<file path="src/rtl/tx_fsm_pkg.sv">
// Shared types and constants for the UART transmit control FSM.
// Optional parity state is selected by the TX_FSM_PARITY_EN macro.
package tx_fsm_pkg;

  typedef enum logic [2:0] {
    IDLE   = 3'd0,
    START  = 3'd1,
    DATA   = 3'd2,
    PARITY = 3'd3,
    STOP   = 3'd4
  } state_t;

  localparam logic [1:0] SEL_START  = 2'b00;
  localparam logic [1:0] SEL_DATA   = 2'b01;
  localparam logic [1:0] SEL_PARITY = 2'b10;
  localparam logic [1:0] SEL_STOP   = 2'b11;

  // Bit counter needs at least one bit even for degenerate widths.
  function automatic int cnt_width(input int bits);
    return (bits > 1) ? $clog2(bits) : 1;
  endfunction

endpackage

</file>
<file path="src/rtl/tx_bit_counter.sv">
// Data-bit counter for the TX FSM: synchronous clear, count enable and a
// flag raised while the counter sits on the last data bit.
module tx_bit_counter
  import tx_fsm_pkg::*;
#(
  parameter int DATA_BITS = 8
) (
  input  logic clk,
  input  logic reset,
  input  logic clear,
  input  logic enable,
  output logic last
);

  localparam int CNT_W = cnt_width(DATA_BITS);

  logic [CNT_W-1:0] count;

  always_ff @(posedge clk) begin
    if (reset || clear) begin
      count <= '0;
    end else if (enable) begin
      count <= count + CNT_W'(1);
    end
  end

  assign last = (count == CNT_W'(DATA_BITS - 1));

endmodule

</file>
<file path="src/rtl/tx_fsm.sv">
// UART transmit control FSM: free-running back-to-back frames with Moore
// strobes for the datapath. Define TX_FSM_PARITY_EN to include the parity bit.
module tx_fsm
  import tx_fsm_pkg::*;
#(
  parameter int DATA_BITS = 8
) (
  input  logic       clk,
  input  logic       reset,
  output logic [1:0] sel,
  output logic       load,
  output logic       shift,
  output logic       parity_load
);

  state_t state;
  logic   last;
  logic   cnt_clear;
  logic   cnt_en;

  // Counter only advances inside DATA and is parked at zero everywhere else.
  assign cnt_en    = (state == DATA);
  assign cnt_clear = (state != DATA) || last;

  tx_bit_counter #(
    .DATA_BITS(DATA_BITS)
  ) u_bit_counter (
    .clk   (clk),
    .reset (reset),
    .clear (cnt_clear),
    .enable(cnt_en),
    .last  (last)
  );

  always_ff @(posedge clk) begin
    if (reset) begin
      state <= IDLE;
    end else begin
      case (state)
        IDLE:  state <= START;
        START: state <= DATA;
        DATA: begin
          if (last) begin
`ifdef TX_FSM_PARITY_EN
            state <= PARITY;
`else
            state <= STOP;
`endif
          end
        end
`ifdef TX_FSM_PARITY_EN
        PARITY: state <= STOP;
`endif
        STOP:    state <= START;
        default: state <= IDLE;
      endcase
    end
  end

  always_comb begin
    sel         = SEL_STOP;
    load        = 1'b0;
    shift       = 1'b0;
    parity_load = 1'b0;
    case (state)
      START: begin
        sel  = SEL_START;
        load = 1'b1;
`ifdef TX_FSM_PARITY_EN
        parity_load = 1'b1;
`endif
      end
      DATA: begin
        sel   = SEL_DATA;
        shift = 1'b1;
      end
`ifdef TX_FSM_PARITY_EN
      PARITY: sel = SEL_PARITY;
`endif
      default: ;
    endcase
  end

endmodule

</file>
<file path="config.mk">
export PLATFORM = sky130hd
export DESIGN_NAME = tx_fsm
export DESIGN_NICKNAME = d
export VERILOG_FILES = /design/src/rtl/tx_fsm_pkg.sv /design/src/rtl/tx_bit_counter.sv /design/src/rtl/tx_fsm.sv
export SDC_FILE = /design/constraint.sdc
export NUM_CORES = 1
export LEC_CHECK = 0
export ABC_AREA = 1
export BUFFER_PORTS_ARGS = -buffer_cell sky130_fd_sc_hd__buf_2
export CAP_MARGIN = 20
export CORE_AREA = 2 2 39 41
export CTS_CLUSTER_SIZE = 10
export DETAILED_ROUTE_END_ITERATION = 10
export DIE_AREA = 0 0 41 43
export PLACE_DENSITY = 0.45
export SLEW_MARGIN = 20
export SYNTH_ARGS = -nofsm -noshare
export SYNTH_HDL_FRONTEND = slang
export SYNTH_HIERARCHICAL = 1
export SYNTH_SLANG_ARGS = --single-unit
</file>
<file path="constraint.sdc">
create_clock -name clk -period 3.4 [get_ports clk]
set_input_delay 0.17 -clock clk [delete_from_list [all_inputs] [get_ports clk]]
set_output_delay 0.17 -clock clk [all_outputs]
set_load 0.03 [all_outputs]
</file>
Word-level counts from Yosys, hierarchy flattened
Index checks and enable logic that the tools add are counted.
Widths: inputs -> output; s select.
- add/sub/neg operators: 1
- eq/ne operators: 6
- multiplexer cells: 5
- reductions and logical operators: 4
- operators by type and width (cell ; count):
    $pmux 3 s3 ; 1
    $eq 3x3->1 const B ; 2
    $pmux 2 s2 ; 1
    $add 3x1->3 const B ; 1
    $eq 3x1->1 const B ; 1
    $eq 3x2->1 const B ; 1
    $logic_not 3->1 ; 1
    $mux 3 ; 1
    $ne 3x2->1 const B ; 1
    $logic_or 1x1->1 ; 2
    $mux 1 ; 2
    $ne 2x2->1 const B ; 1
    $reduce_or 2->1 ; 1
- flip-flop bits (word level): 6
- bits of input ports: 2
- output and inout port bits: 5
- word-level logic and storage cells: 18

Logic depth before layout (Yosys ltp)
Gate-level depths: netlist (run 1).
- depth after elaboration: 3
- gate-level depth with buffers: 8
- mapped depth without buffers: 8

Cells and area by module
Netlist (run 1), hierarchy kept.
- modules (own cells, without submodules) (module ; times used ; cells an instance ; area an instance (um^2) ; seq. area each (um^2)):
    tx_fsm ; 1 ; 20 ; 158.9 ; 60.1
    tx_bit_counter ; 1 ; 23 ; 155.1 ; 60.1

Least setup slack after synthesis (run 1)
No wires, ideal clock.
- path kind: register -> register
- start point: reg u_bit_counter.count[0]
- end point: reg u_bit_counter.count[0]
- library setup time: 0.062 ns
- arrival time: 1.129 ns
- data required time: 3.338 ns
- path slack: 2.209 ns
- cell stages (with the launch flop): 8
- buffers on the path: 0
- path through: dfxtp_1 ha_1 ha_1 inv_1 nand3_2 nor2_1 inv_1 nor2_2
- word-level cells in the longest chain between the ends: 3
- ends and longest elaborated chain (what ; RTL line ; RTL):
    from (decl) ; tx_bit_counter.sv:17 ; logic [CNT_W-1:0] count;
    from (signal assigned) ; tx_bit_counter.sv:23 ; count <= count + CNT_W'(1);
    $eq 3x3->1 ; tx_bit_counter.sv:27 ; assign last = (count == CNT_W'(DATA_BITS - 1));
    net last ; tx_fsm.sv:17 ; logic last;
    $logic_or 1x1->1 ; tx_fsm.sv:23 ; assign cnt_clear = (state != DATA) || last;
    net cnt_clear ; tx_fsm.sv:18 ; logic cnt_clear;
    $logic_or 1x1->1 ; tx_bit_counter.sv:20 ; if (reset || clear) begin
The timed path passes the listed nets, and every way through them passes these cells.
A chain may end at the register's enable or synchronous reset.

Final worst setup path (run 1)
- start point: reg state[1]
- end point: out shift
- word-level cells in the longest chain between the ends: 2
- ends and longest elaborated chain (what ; RTL line ; RTL):
    from (decl) ; tx_fsm.sv:16 ; state_t state;
    from (signal assigned) ; tx_fsm.sv:37 ; state <= IDLE;
    from (signal assigned) ; tx_fsm.sv:40 ; IDLE: state <= START;
    from (signal assigned) ; tx_fsm.sv:41 ; START: state <= DATA;
    $eq 3x2->1 ; tx_fsm.sv:65 ; case (state)
    $mux 1 ; tx_fsm.sv:65 ;
    to (decl) ; tx_fsm.sv:12 ; output logic shift,
Every way passes these cells.

==> results of run 1 <==
-- synthesized netlist by cell type, drive strengths merged --
cell	count	area (sq um)
dfxtp	6	120
a21oi	1	8.76
ha	2	25.0
buf	1	7.51
nor3	2	15.0
conb	1	3.75
inv	11	41.3
nand3	1	10.0
nor2	8	42.5
nand2	10	40.0
-- per-layer routing --
layer  track usage (%)  vias to the layer above  part of all wire, %  wire length [microns]
met2              8.44                        8                   40                    193
li1                  -                      139                    -                      -
met4              4.00                        0                    0                      0
met5                 0                        -                    0                      0
met1              9.09                       98                   52                    251
met3              6.28                        0                  7.5                     36
-- path summary, 6_finish.rpt --
| path | start | end | slack, ns | depth (start not counted) |
|---|---|---|---|---|
| worst max register to register | u_bit_counter/count[0]$_SDFFE_PP0P_ | u_bit_counter/count[0]$_SDFFE_PP0P_ | 2.07 | 7 |
| worst max-delay path | state[1]$_SDFFE_PP0P_ | shift | 1.99 | 5 |
| worst min register to register | state[0]$_SDFFE_PP0P_ | state[0]$_SDFFE_PP0P_ | 0.44 | 1 |
| worst min-delay path | reset | state[1]$_SDFFE_PP0P_ | 0.14 | 2 |
-- final cells by class --
cell class | instances | area (sq um) | area share (%)
Inverter | 11 | 41.3 | 11.0
Timing Repair Buffer | 5 | 25.0 | 6.69
Sequential cell | 6 | 120 | 32.1
Clock buffer | 3 | 22.5 | 6.02
Multi-Input combinational cell | 25 | 145 | 38.8
Tap cell | 16 | 20.0 | 5.35
-- cells by family after synthesis --
kind of cell | Yosys count | share of synthesized area [%]
adders and majority gates | 2 | 7.97
other | 1 | 1.19
AOI/OAI and AO/OA | 1 | 2.79
and+or+nand+nor | 21 | 34.3
buffers and inverters | 12 | 15.5
DFF | 6 | 38.2
-- report_power, final --
part           switching (mW)  internal, mW
Sequential            0.00194        0.0739
Combinational          0.0334        0.0126
Clock                  0.0256        0.0399
Total                  0.0609         0.126
-- registers in the layout, indices dropped and copies added (netlist names) --
| register | flops |
|---|---|
| u_bit_counter/count | 3 |
| state | 3 |
-- stage by stage --
stage,util [%],power [mW],area (sq um)
after global routing,27.0,0.204,374
after detailed placement,25.4,0.124,352
after floorplan,-,0.114,314
final,27.0,0.187,374
after global placement,25.4,0.123,352
after CTS,27.0,0.194,374
==> flow_summary_export.csv, run 1 <==
group,metric,value,unit
timing,hold_viol,0,
global_routing,grt_max_degree,8,
cts,clkTransAtPathRegs,0.04,ns
yosys,ys_seq_elements,6,
finish,mostFrequentLayoutCell,"nand2_1",
cts,post_cts_buffers,0,
detailed_routing,vias,245,
power,vdd.ir_drop.worst,0.197,mV
floorplanning,dieHeight,43,microns
placement,dp_cells,63,
setup_path,setup.worst_path.end_class,"output pin",
cts,cts_buffers,3,
detailed_routing,drt_iter0_drc,0,
timing,fin_tns_setup,0,ns
global_routing,grt_pass1_wl,786,microns
placement,gp_congestion,0.564,
min_path,worstHoldPathType,"primary input to register",
finish,final_cell_mix,"nand2_1, inv_1, dfxtp_1",
setup_path,crit_family,"buffers and inverters",
global_routing,antenna_found_initial,0,
timing,rsz0062_at_grt,"false",
floorplanning,core_area,0.00138,sq mm
detailed_routing,via_per_inst,3.71,
yosys,synth_nets,47,
yosys,ys_seq_area_share,38.2,%
detailed_routing,routed_wl,481,microns
cts,insertion_delay,0.24,ns
floorplanning,die-area,0.00176,sq mm
timing,slew_violations,0,
timing,setup-violations-final,0,
placement,hpwlAfterDp,375,microns
finish,nNetsFinal,56,
timing,holdWs,0.141,ns
cts,htreeDepth,1,
setup_path,crit_fanout,7,
timing,finClkSkew,0.00144,ns
power,p_leak,0.177,nW
finish,instances_no_fill,66,
placement,io_buffers,5,
timing,fin_crit,1.41,ns
cts,cts_tree,"yes",
job,maxCapViolCount,0,
floorplanning,pin_count,7,
finish,area_growth,19.1,%
finish,drive_gt1_share,36.0,%
floorplanning,rows,14,
global_routing,grt_pass1_vias,205,
cts,cts-hold-fix-buffers,0,
setup_path,max_stage_delay,0.33,ns
cts,root_buffer,"clkbuf_4",
timing,finalCritPeriodShare,41.5,%
global_routing,grt_usage,7.35,%
detailed_routing,drc,0,
power,powerDensity,501,mW/mm^2
setup_path,arrival,1.24,ns
timing,fmax,0.708,GHz
setup_path,cp_num_buf_inv,3,
yosys,ys_types,15,
finish,n_antenna_cell,0,
global_routing,globalRoute.totalOverflow,0,
setup_path,path_cells,"inv_2 > nor2_4 > nand2_1 > inv_1 > buf_2",
detailed_routing,wl_per_cell,7.29,microns
cts,cts.sinks,6,
cts,ctsResizeCount,0,
floorplanning,die_w,41,microns
detailed_routing,firstDrtPassIters,1,
yosys,synth_warnings,6,
setup_path,critical_path_class,"register to output pin",
placement,dp_slack,2.06,ns
timing,setup_ws,1.99,ns
floorplanning,initial_core_util,22.7,%
detailed_routing,ant_nets,0,
yosys,syn-instance-count,43,
setup_path,crit_slowest_cell,"dfxtp_1",
status,status,"complete, no violations",
setup_path,worstPathRequired,3.23,ns
setup_path,start_kind,"register",
finish,nFillCells,162,
cts,cts_max_path_buffers,2,
yosys,avgSynthCellArea,7.30,sq um
yosys,synthesis.area,314,sq um
No activity file was read; power rests on OpenSTA's default activity.
==> run 2: changes to the inputs <==
==> constraint.sdc (replaced) <==
create_clock -name clk -period 1.31 [get_ports clk]
set_input_delay 0.0655 -clock clk [delete_from_list [all_inputs] [get_ports clk]]
set_output_delay 0.0655 -clock clk [all_outputs]
set_load 0.03 [all_outputs]
==> run 2 against run 1 <==
Net effect:
- worst setup slack got worse by 1.9 ns
- critical path depth unchanged
- flip-flop and latch count unchanged
- power increased to 2.7 times the previous value
- routed wire length increased by 8.9%
- highest routed layer is now met4
==> flow_summary_export.csv, run 2 (same netlist as run 1, synthesis figures left out) <==
group,metric,value,unit
floorplanning,die_w,41,microns
setup_path,rrSetupSlack,0.1,ns
detailed_routing,vias,267,
finish,nNetsFinal,61,
finish,nFillCells,159,
floorplanning,rows,14,
floorplanning,pin_count,7,
power,powerDensity,1210,mW/mm^2
setup_path,r2r-start,"u_bit_counter/count[0]$_SDFFE_PP0P_",
setup_path,critical_path_class,"register to output pin",
placement,dpl_cell_area,367,sq um
global_routing,grt_usage,7.55,%
cts,cts.sinks,6,
floorplanning,die-area,0.00176,sq mm
cts,cts-hold-fix-buffers,0,
floorplanning,initial_core_util,22.7,%
detailed_routing,firstDrtPassIters,4,
global_routing,antenna_found_initial,0,
detailed_routing,via_per_inst,3.76,
setup_path,arrival,1.15,ns
job,maxCapViolCount,0,
setup_path,critPathLaunch,"state[1]$_SDFFE_PP0P_",
placement,gp_congestion,0.613,
floorplanning,dieHeight,43,microns
finish,reg_top3,"state: 3 flops, u_bit_counter/count: 3 flops",
finish,n_antenna_cell,0,
floorplanning,core_area,0.00138,sq mm
cts,insertion_delay,0.24,ns
power,vdd.ir_drop.worst,0.373,mV
setup_path,worstPathRequired,1.24,ns
setup_path,r2r-end,"u_bit_counter/count[1]$_SDFFE_PP0P_",
setup_path,start_kind,"register",
placement,hpwlAfterDp,370,microns
timing,finClkSkew,0.00561,ns
setup_path,reg2reg_depth,7,
global_routing,grt_pass1_vias,219,
finish,area_growth,34.3,%
timing,hold_viol,0,
timing,holdWs,0.0613,ns
min_path,hold_path_startpoint,"reset",
timing,slew_violations,0,
min_path,worstHoldPathType,"primary input to register",
global_routing,grt_pass1_wl,848,microns
cts,cts_buffers,3,
finish,drive_gt1_share,45.5,%
detailed_routing,drc,0,
detailed_routing,routed_wl,524,microns
cts,cts_tree,"yes",
global_routing,grt_max_degree,8,
timing,finalCritPeriodShare,92.5,%
power,p_leak,0.201,nW
setup_path,setup.worst_path.end_class,"output pin",
cts,clkTransAtPathRegs,0.05,ns
finish,stdcell_area,422,sq um
setup_path,crit_fanout,5,
cts,root_buffer,"clkbuf_4",
detailed_routing,drt_iter0_drc,8,
cts,cts_max_path_buffers,2,
timing,fin_crit,1.21,ns
finish,final_cell_mix,"nand2_1, inv_1, dfxtp_1",
detailed_routing,ant_nets,0,
timing,setup-violations-final,0,
status,status,"complete, no violations",
cts,htreeDepth,1,
finish,mostFrequentLayoutCell,"nand2_1",
detailed_routing,wl_per_cell,7.38,microns
timing,fmax,0.825,GHz
global_routing,globalRoute.totalOverflow,0,
placement,io_buffers,5,
power,total_power,0.510,mW
setup_path,worstSetupEndpoint,"shift",
[run 2: through the flow]
stage	setup TNS [ns]	util (%)	instances	setup WS, ns
after floorplan	0	-	43	0.119
after global placement	0	26.5	65	0.0130
after detailed placement	0	26.5	65	0.0307
after CTS	0	28.1	68	0.00553
after global routing	-0.000579	30.5	71	-0.000579
final	0	30.5	71	0.0978
[run 2: worst min path at each step]
| stage | cells after the start | end | slack [ns] |
|---|---|---|---|
| 2_1_floorplan | 1 | state[1]$_SDFFE_PP0P_ | 0.13 |
| 3_3_place_gp | 2 | state[1]$_SDFFE_PP0P_ | 0.29 |
| 4_1_cts | 2 | state[1]$_SDFFE_PP0P_ | 0.03 |
| 6_report | 2 | state[1]$_SDFFE_PP0P_ | 0.06 |
| 5_1_grt | 2 | state[1]$_SDFFE_PP0P_ | 0.06 |
| 3_5_place_dp | 2 | state[1]$_SDFFE_PP0P_ | 0.29 |
[run 2: where the power goes]
part	switching [mW]	leakage [nW]	total (mW)	internal [mW]
Sequential	0.00497	0.0489	0.197	0.192
Combinational	0.0924	0.138	0.142	0.0495
Clock	0.0682	0.0138	0.172	0.104
Total	0.166	0.201	0.510	0.345
[run 2: critical path, cell delays in order (launching register included)]
cell	delay, ns
dfxtp_1	0.34
inv_2	0.06
nor2_4	0.09
nand2_1	0.12
inv_2	0.11
clkbuf_4	0.19
[run 2: what timing repair did]
| action | CTS | global route |
|---|---|---|
| pin swaps | 0 | 1 |
| buffers inserted | 0 | 3 |
| resized for setup | 1 | 3 |
| setup endpoints to repair | 1 | 4 |
[run 2: cell type report]
type	instances	area (sq um)	share of cell area, %
Clock buffer	3	22.5	5.34
Tap cell	16	20.0	4.75
Inverter	11	41.3	9.79
Sequential cell	6	120	28.5
Timing Repair Buffer	10	65.1	15.4
Multi-Input combinational cell	25	153	36.2
[run 2: layer usage]
metal	vias up	routed length [microns]	part of all wire, %	global-route usage, %
li1	146	-	-	-
met1	113	258	49	9.74
met2	6	221	42	9.38
met3	2	38	7.3	3.14
met4	0	6	1.1	6.00
met5	-	0	0	0
